[src/rtl/johnson_pkg.sv]
// Shared Johnson-code definitions for the 6-bit twisted-ring counter stage and its consumers.
package johnson_pkg;

    localparam int unsigned JW  = 6;
    localparam int unsigned MOD = 12;
    localparam int unsigned BW  = 4;

    // Legal ring patterns in value order 0..11
    localparam logic [JW-1:0] LEGAL_CODES [MOD] = '{
        6'b000000, 6'b000001, 6'b000011, 6'b000111, 6'b001111, 6'b011111,
        6'b111111, 6'b111110, 6'b111100, 6'b111000, 6'b110000, 6'b100000
    };

    typedef enum logic {
        IDLE = 1'b0,
        ADD  = 1'b1
    } state_t;

    typedef struct packed {
        logic [BW-1:0] value;
        logic          valid;
    } decode_t;

    // Illegal (or unknown) codes decode to value 0 with valid low
    function automatic decode_t johnson_to_bin(input logic [JW-1:0] code);
        decode_t r;
        r.value = '0;
        r.valid = 1'b0;
        for (int i = 0; i < int'(MOD); i++) begin
            if (code == LEGAL_CODES[i]) begin
                r.value = BW'(i);
                r.valid = 1'b1;
            end
        end
        return r;
    endfunction

endpackage

[src/rtl/johnson_decode.sv]
// Combinational Johnson-to-binary decode with a legality flag.
module johnson_decode
    import johnson_pkg::*;
(
    input  logic [JW-1:0] code,
    output logic [BW-1:0] value,
    output logic          valid
);

    decode_t dec;

    always_comb begin
        dec   = johnson_to_bin(code);
        value = dec.value;
        valid = dec.valid;
    end

endmodule

[src/rtl/johnson_mod12_accumulator.sv]
// Mod-12 Johnson-code accumulator: adds each accepted digit by stepping a twisted ring once per clock.
// Optional sum-ring self-check enabled by defining JOHNSON_ACC_SELFCHECK_EN.
module johnson_mod12_accumulator
    import johnson_pkg::*;
#(
    parameter int unsigned CW = 8
) (
    input  logic          clock,
    input  logic          reset,
    input  logic          clear,
    input  logic          in_valid,
    output logic          in_ready,
    input  logic [JW-1:0] in_code,
    output logic [JW-1:0] sum_code,
    output logic [BW-1:0] sum_bin,
    output logic [CW-1:0] carry_count,
    output logic          carry_pulse,
    output logic          code_error,
`ifdef JOHNSON_ACC_SELFCHECK_EN
    output logic          selfcheck_err,
`endif
    output logic          busy
);

    state_t        state, state_n;
    logic [BW-1:0] remaining, remaining_n;
    logic [JW-1:0] sum_n;
    logic [CW-1:0] carry_n;
    logic          carry_pulse_n, code_error_n;
    logic [BW-1:0] in_value, sum_value;
    logic          in_ok, sum_ok;
`ifdef JOHNSON_ACC_SELFCHECK_EN
    logic          selfcheck_n;
`endif

    johnson_decode u_in_dec  (.code(in_code),  .value(in_value),  .valid(in_ok));
    johnson_decode u_sum_dec (.code(sum_code), .value(sum_value), .valid(sum_ok));

    assign in_ready = (state == IDLE) && !clear;
    assign sum_bin  = sum_ok ? sum_value : BW'(0);
    assign busy     = (state == ADD);

    // Next-state and datapath update
    always_comb begin
        state_n       = state;
        remaining_n   = remaining;
        sum_n         = sum_code;
        carry_n       = carry_count;
        carry_pulse_n = 1'b0;
        code_error_n  = 1'b0;
`ifdef JOHNSON_ACC_SELFCHECK_EN
        selfcheck_n   = selfcheck_err;
`endif
        if (clear) begin
            state_n     = IDLE;
            remaining_n = '0;
            sum_n       = '0;
            carry_n     = '0;
`ifdef JOHNSON_ACC_SELFCHECK_EN
            selfcheck_n = 1'b0;
        end else if (!sum_ok) begin
            state_n     = IDLE;
            remaining_n = '0;
            sum_n       = '0;
            selfcheck_n = 1'b1;
`endif
        end else begin
            case (state)
                IDLE: begin
                    if (in_valid) begin
                        if (!in_ok) begin
                            code_error_n = 1'b1;
                        end else if (in_value != BW'(0)) begin
                            remaining_n = in_value;
                            state_n     = ADD;
                        end
                    end
                end
                ADD: begin
                    sum_n       = {sum_code[JW-2:0], ~sum_code[JW-1]};
                    remaining_n = remaining - BW'(1);
                    // Stepping out of 100000 is the 11 -> 0 wrap
                    if (sum_code == LEGAL_CODES[MOD-1]) begin
                        carry_n       = carry_count + CW'(1);
                        carry_pulse_n = 1'b1;
                    end
                    if (remaining == BW'(1)) begin
                        state_n = IDLE;
                    end
                end
                default: state_n = IDLE;
            endcase
        end
    end

    always_ff @(posedge clock or posedge reset) begin
        if (reset) begin
            state       <= IDLE;
            remaining   <= '0;
            sum_code    <= '0;
            carry_count <= '0;
            carry_pulse <= 1'b0;
            code_error  <= 1'b0;
`ifdef JOHNSON_ACC_SELFCHECK_EN
            selfcheck_err <= 1'b0;
`endif
        end else begin
            state       <= state_n;
            remaining   <= remaining_n;
            sum_code    <= sum_n;
            carry_count <= carry_n;
            carry_pulse <= carry_pulse_n;
            code_error  <= code_error_n;
`ifdef JOHNSON_ACC_SELFCHECK_EN
            selfcheck_err <= selfcheck_n;
`endif
        end
    end

endmodule

[config.mk]
export PLATFORM = sky130hd
export DESIGN_NAME = johnson_mod12_accumulator
export DESIGN_NICKNAME = d
export VERILOG_FILES = /design/src/rtl/johnson_pkg.sv /design/src/rtl/johnson_decode.sv /design/src/rtl/johnson_mod12_accumulator.sv
export SDC_FILE = /design/constraint.sdc
export NUM_CORES = 1
export LEC_CHECK = 0
export CAP_MARGIN = 30
export CORE_MARGIN = 2
export CORE_UTILIZATION = 40
export CTS_BUF_LIST = sky130_fd_sc_hd__clkbuf_8
export DETAILED_ROUTE_END_ITERATION = 16
export GPL_TIMING_DRIVEN = 0
export HOLD_SLACK_MARGIN = 0.15
export PLACE_DENSITY = 0.76
export SKIP_CTS_REPAIR_TIMING = 1
export SLEW_MARGIN = 0
export SYNTH_ARGS = -nofsm -noshare
export SYNTH_HDL_FRONTEND = slang
export SYNTH_SLANG_ARGS = --single-unit
[constraint.sdc]
create_clock -name clock -period 2.3 [get_ports clock]
set_clock_uncertainty 0.15 [all_clocks]
set_input_delay 0.46 -clock clock [delete_from_list [all_inputs] [get_ports clock]]
set_output_delay 0.46 -clock clock [all_outputs]
set_load 0.01 [all_outputs]
-- Yosys cells after proc, flatten, opt, wreduce, memory -nomap -nowiden
Index checks and enable logic that the tools add are counted.
- bitwise gates (word level): 2
- add/sub/neg operators: 2
- muxes and demuxes: 48
- equality and inequality tests: 26
- reductions and logical operators: 9
- operators with widths (cell ; count):
    6-bit == test (second input constant) ; 12
    4-bit two-way mux ; 13
    5-bit two-way mux ; 8
    8-bit two-way mux ; 3
    1-bit two-way mux ; 14
    6-bit by 1-bit == test with 1-bit output (second input constant) ; 2
    6-bit by 2-bit == test with 1-bit output (second input constant) ; 2
    6-bit by 3-bit == test with 1-bit output (second input constant) ; 2
    6-bit by 4-bit == test with 1-bit output (second input constant) ; 2
    6-bit by 5-bit == test with 1-bit output (second input constant) ; 2
    6-bit logical NOT ; 2
    3-bit two-way mux ; 4
    6-bit two-way mux ; 2
    8-bit by 1-bit adder with 8-bit output (second input constant) ; 1
    4-bit one-hot mux with 2 select lines ; 1
    3-bit by 2-bit inequality test with 1-bit output (second input constant) ; 2
    4-bit by 1-bit == test with 1-bit output (second input constant) ; 1
    2-bit two-way mux ; 2
    2-bit nonzero test ; 2
    4-bit nonzero test ; 1
    4-bit by 1-bit subtractor with 4-bit output (second input constant) ; 1
    3-bit inequality test (second input constant) ; 1
    3-bit AND reduction ; 1
    1-bit inverter ; 2
    other kinds (4) ; 4
- register bits after elaboration: 21
- word-level logic and storage cells: 93
- input bits: 10

-- Longest topological paths before layout
- depth after elaboration: 19
- depth in mapped cells: 7
- gate-level depth less buffers: 6

-- Cells and area by module
From an unflattened synthesis, not the netlist that was laid out.
- cells, all modules: 168
- area total of the unflattened synthesis: 1546.5 sq um
- modules (own cells, without submodules) (module ; seq. area each (sq um) ; area an instance (sq um) ; cells each ; instances):
    johnson_mod12_accumulator ; 525.5 ; 1136.1 ; 112 ; 1
    johnson_decode ; 0.0 ; 205.2 ; 28 ; 2

-- Least setup slack after synthesis
No wires, ideal clock.
- kind: reg2reg
- start: register sum_code[1]
- end: register carry_count[5]
- setup slack: 0.232 ns
- path buffers: 0
- arrival: 1.786 ns
- cell stages (with the launch flop): 7
- cells stage by stage: dfrtp_1 or3b_4 nor4_4 and4_4 nand3_2 xor2_1 nor2_1
- longest elaborated chain between the ends: 3
- ends and longest elaborated chain (what ; RTL line ; text):
    start, declared ; johnson_mod12_accumulator.sv:14 ; output logic [JW-1:0] sum_code,
    start signal, assigned ; johnson_mod12_accumulator.sv:110 ; sum_code <= sum_n;
    6-bit == test ; johnson_mod12_accumulator.sv:83 ; if (sum_code == LEGAL_CODES[MOD-1]) begin
    2-bit nonzero test (no source line) ; - ;
    2-bit AND reduction (no source line) ; - ;
    end signal, assigned ; johnson_mod12_accumulator.sv:111 ; carry_count <= carry_n;
    end, declared ; johnson_mod12_accumulator.sv:16 ; output logic [CW-1:0] carry_count,
Every way passes these cells.
A chain may end at the register's enable or synchronous reset.

-- Worst setup path in the final report
- start: register sum_code[5]
- end: output sum_bin[2]
- longest elaborated chain between the ends: 14
- elaborated cells between the ends (all ways): 25
- those cells by class: eq/ne: 11; mux: 13; reduce/logical: 1
- ends and longest elaborated chain (what ; RTL line ; text):
    6-bit logical NOT ; johnson_pkg.sv:30 ; if (code == LEGAL_CODES[i]) begin
    1-bit two-way mux ; johnson_pkg.sv:30 ;
    2-bit two-way mux ; johnson_pkg.sv:30 ;
    3-bit two-way mux (2 in series) ; johnson_pkg.sv:30 ;
    4-bit two-way mux (4 in series) ; johnson_pkg.sv:30 ;
    5-bit two-way mux (3 in series) ; johnson_pkg.sv:30 ;
    5-bit two-way mux * ; johnson_pkg.sv:30 ;
    4-bit two-way mux * ; johnson_mod12_accumulator.sv:40 ; assign sum_bin = sum_ok ? sum_value : BW'(0);
    end, declared ; johnson_mod12_accumulator.sv:15 ; output logic [BW-1:0] sum_bin,
Every way passes the cells marked *; elsewhere a longest branch is shown, timed or not.

==> results by group <==
Outcome
  • Outcome: completed

Synthesis
  • Yosys reg bits: 21
  • Post-synth ARST share: 100%
  • Post-synth EDFFs: 0
  • Synth top area share: between 40% and 50%
  • Gate Count Post-Synth: 146
  • Mapped Area: 0.00130 mm2
  • Syn Nets: roughly 160
  • Synth Flop Type: dfrtp_1
  • Part of the Yosys area used for sequential elements: 40.3%
  • Most frequent cells after synthesis: dfrtp_1, nor2_1, nand2_1
  • Post-synth cell types: 40
  • Most frequent cell after synthesis: dfrtp_1
  • Yosys warns: 0
  • Syn avg cell area: 8.93 um2
  • Largest area contributor in the netlist: dfrtp_1
  • Largest cells by area after synthesis: dfrtp_1, nor2_1, mux2i_1

Detailed routing
  • Vias/cell: between 5 and 6
  • Total routed wirelength: ~3.2 mm
  • 1st-pass router iterations: 5
  • Post-route ant nets: 0
  • Vias: approximately 1,200
  • Drc violations: 0
  • WL per Instance: 14.0 um
  • Initial DRC count: 73

GRT
  • Global-route wire length before repair: 4.67 mm
  • Vias in the first global route: between 1,000 and 1,500
  • Global route total overflow: 0
  • Largest net degree at the start of global routing: 22
  • GRT Total Usage: approximately 16%
  • Initial antenna violation count: 0

Die
  • # IOs: 32
  • Die extent in y: 61.1 um
  • Core Area: 0.00308 mm2
  • Area of the die: 0.00373 mm2
  • Chip Width: 61.1 um
  • Initial Utilization: 42.4%
  • Number of cell rows: 20

Timing
  • Total Negative Setup Slacks: 0 ns
  • Peak Freq: approximately 0.45 GHz
  • RSZ-0062 raised after global routing: no
  • Fin. Hold Viols: 0
  • Slew margin rel.: 47.8%
  • Hold slack: 0.391 ns
  • Max-slew violation count: 0
  • Post-route minimum period: 2.23 ns
  • Final setup violation count: 0
  • Final worst slack: ~0.07 ns
  • Crit share post-route: 97.0%
  • Least-Margin Pin Slew: 0.782 ns

Clocking
  • TritonCTS buffer count: 3
  • Htree depth: 1
  • Clk buf depth: 2
  • Clock tree from TritonCTS: done
  • Worst skew pair latency: 0.26 ns
  • Clock transition at path regs: around 0.080 ns
  • Num Clock Sinks: 21
  • Clk root buf: clkbuf_8

Cells and area
  • Area of the multi-input gates: 782 um2
  • FF/Latch Area: 531 um2
  • Syn-to-layout area delta: 38.5%
  • Filler instances: between 200 and 300
  • Finished Layout Cells: between 200 and 250
  • ANT cells: 0
  • Share of cells above drive strength 1: 13.7%
  • Nets: 196
  • Final core utilization: 58.7%

Placed design
  • Post-DP HPWL: 2.13 mm
  • Placed instance count: approximately 220
  • PortBufs: 31
  • Setup WS pre-CTS: -0.529 ns
  • Final GP Congestion: 0.920

Pwr
  • Leak Pwr: 0.791 nW
  • Pwr/cell area: 398 mW/mm2
  • Maximum VDD drop: 0.161 mV

Critical path
  • Critical Path RT: 1.69 ns
  • Worst Path Max Fanout: 7
  • CP Capture Type: primary output
  • CP cell instances: nand2b_1, a21oi_1, clkdlybuf4s50_1
  • WP buf/inv: 1
  • CP max stage cell: clkdlybuf4s50_1
  • Critical path launch point type: flip-flop
  • Cell family contributing the most delay on the critical path: buffers and inverters
  • Crit-path max cell delay: 0.55 ns
  • Critical path type: flip-flop to primary output
  • Worst EP arrival: about 1.6 ns

Hold path
  • HP Class: flip-flop to flip-flop

Job
  • Maxcap violations: 0
==> sequential cells by signal, indices dropped and copies added, names as in the netlist <==
name and flops:
carry_pulse 1, code_error 1, carry_count 8, busy 1
sum_code 6, remaining 4
==> cells in the final DEF (no fill, tap or decap), drive strengths merged <==
cell / n
xor2: 6
a21o: 1
a221oi: 1
and4: 1
a311o: 1
o221ai: 1
nand2b: 3
o21ai: 5
nor4b: 1
dlymetal6s2s: 10
inv: 5
mux2i: 6
a211oi: 6
nand2: 14
a21oi: 8
or3b: 1
a211o: 1
a2bb2oi: 1
nand3: 9
xnor2: 4
nor2: 18
buf: 4
clkinv: 2
nor2b: 2
o32ai: 1
or2: 4
o311ai: 1
clkbuf: 5
nor3: 4
ha: 3
o22ai: 2
dfrtp: 21
clkdlybuf4s50: 21
nor4: 3
nand4: 2
and3: 2
a2111oi: 1
a311oi: 1
==> area by class of cell <==
class | instances | area share (%)
multi-input combinational | 114 | 43.3
sequential | 21 | 29.4
timing repair buffer | 34 | 19.8
tap | 44 | 3.05
clock buffer | 3 | 2.29
inverter | 6 | 1.25
buffer | 3 | 0.624
clock inverter | 1 | 0.277
==> power breakdown <==
part / switching (mW) / internal, mW / total, mW / leakage, nW
clock network: 0.117 / 0.120 / 0.238 / 0.0255
logic: 0.0595 / 0.0430 / 0.102 / 0.480
registers: 0.00525 / 0.374 / 0.379 / 0.285
==> metal layers <==
metal	track usage (%)	share of wire, %	up-vias
li1	-	-	601
met1	21.6	44	587
met2	27.2	50	50
met3	2.52	4.7	6
met4	6.83	1.7	0
met5	0	0	-
==> final timing paths <==
kind | start | end | slack (ns) | depth (start not counted)
max in group asynchronous | reset | sum_code[0] | 0.97 | 2
worst min-delay path | sum_code[5] | sum_code[0] | 0.39 | 1
worst max register to register | busy | carry_count[7] | 0.13 | 6
worst max-delay path | sum_code[5] | sum_bin[2] | 0.07 | 3
worst min register to register | sum_code[5] | sum_code[0] | 0.39 | 1
min in group asynchronous | reset | sum_code[3] | 0.50 | 2
==> per-stage QoR <==
stage	instance area, um2	total power, mW
after CTS	1720	0.716
final	1810	0.719
after floorplan	1300	0.437
after global routing	1810	0.754
after global placement	1670	0.477
after detailed placement	1670	0.480
==> kinds of logic (layout without fill, tap and decap cells) <==
logic type                 count (synthesis)  in the layout  synth area share, %
DFF                                       21             21                 40.3
xor gates and xnor gates                  10             10                 6.72
adders and majority gates                  3              3                 2.88
buffers and inverters                     11             47                 3.17
muxes                                      6              6                 4.61
AOI/OAI and AO/OA                         31             31                 16.1
and+or+nand+nor                           64             64                 26.2
(Power assumes the default switching activity.)
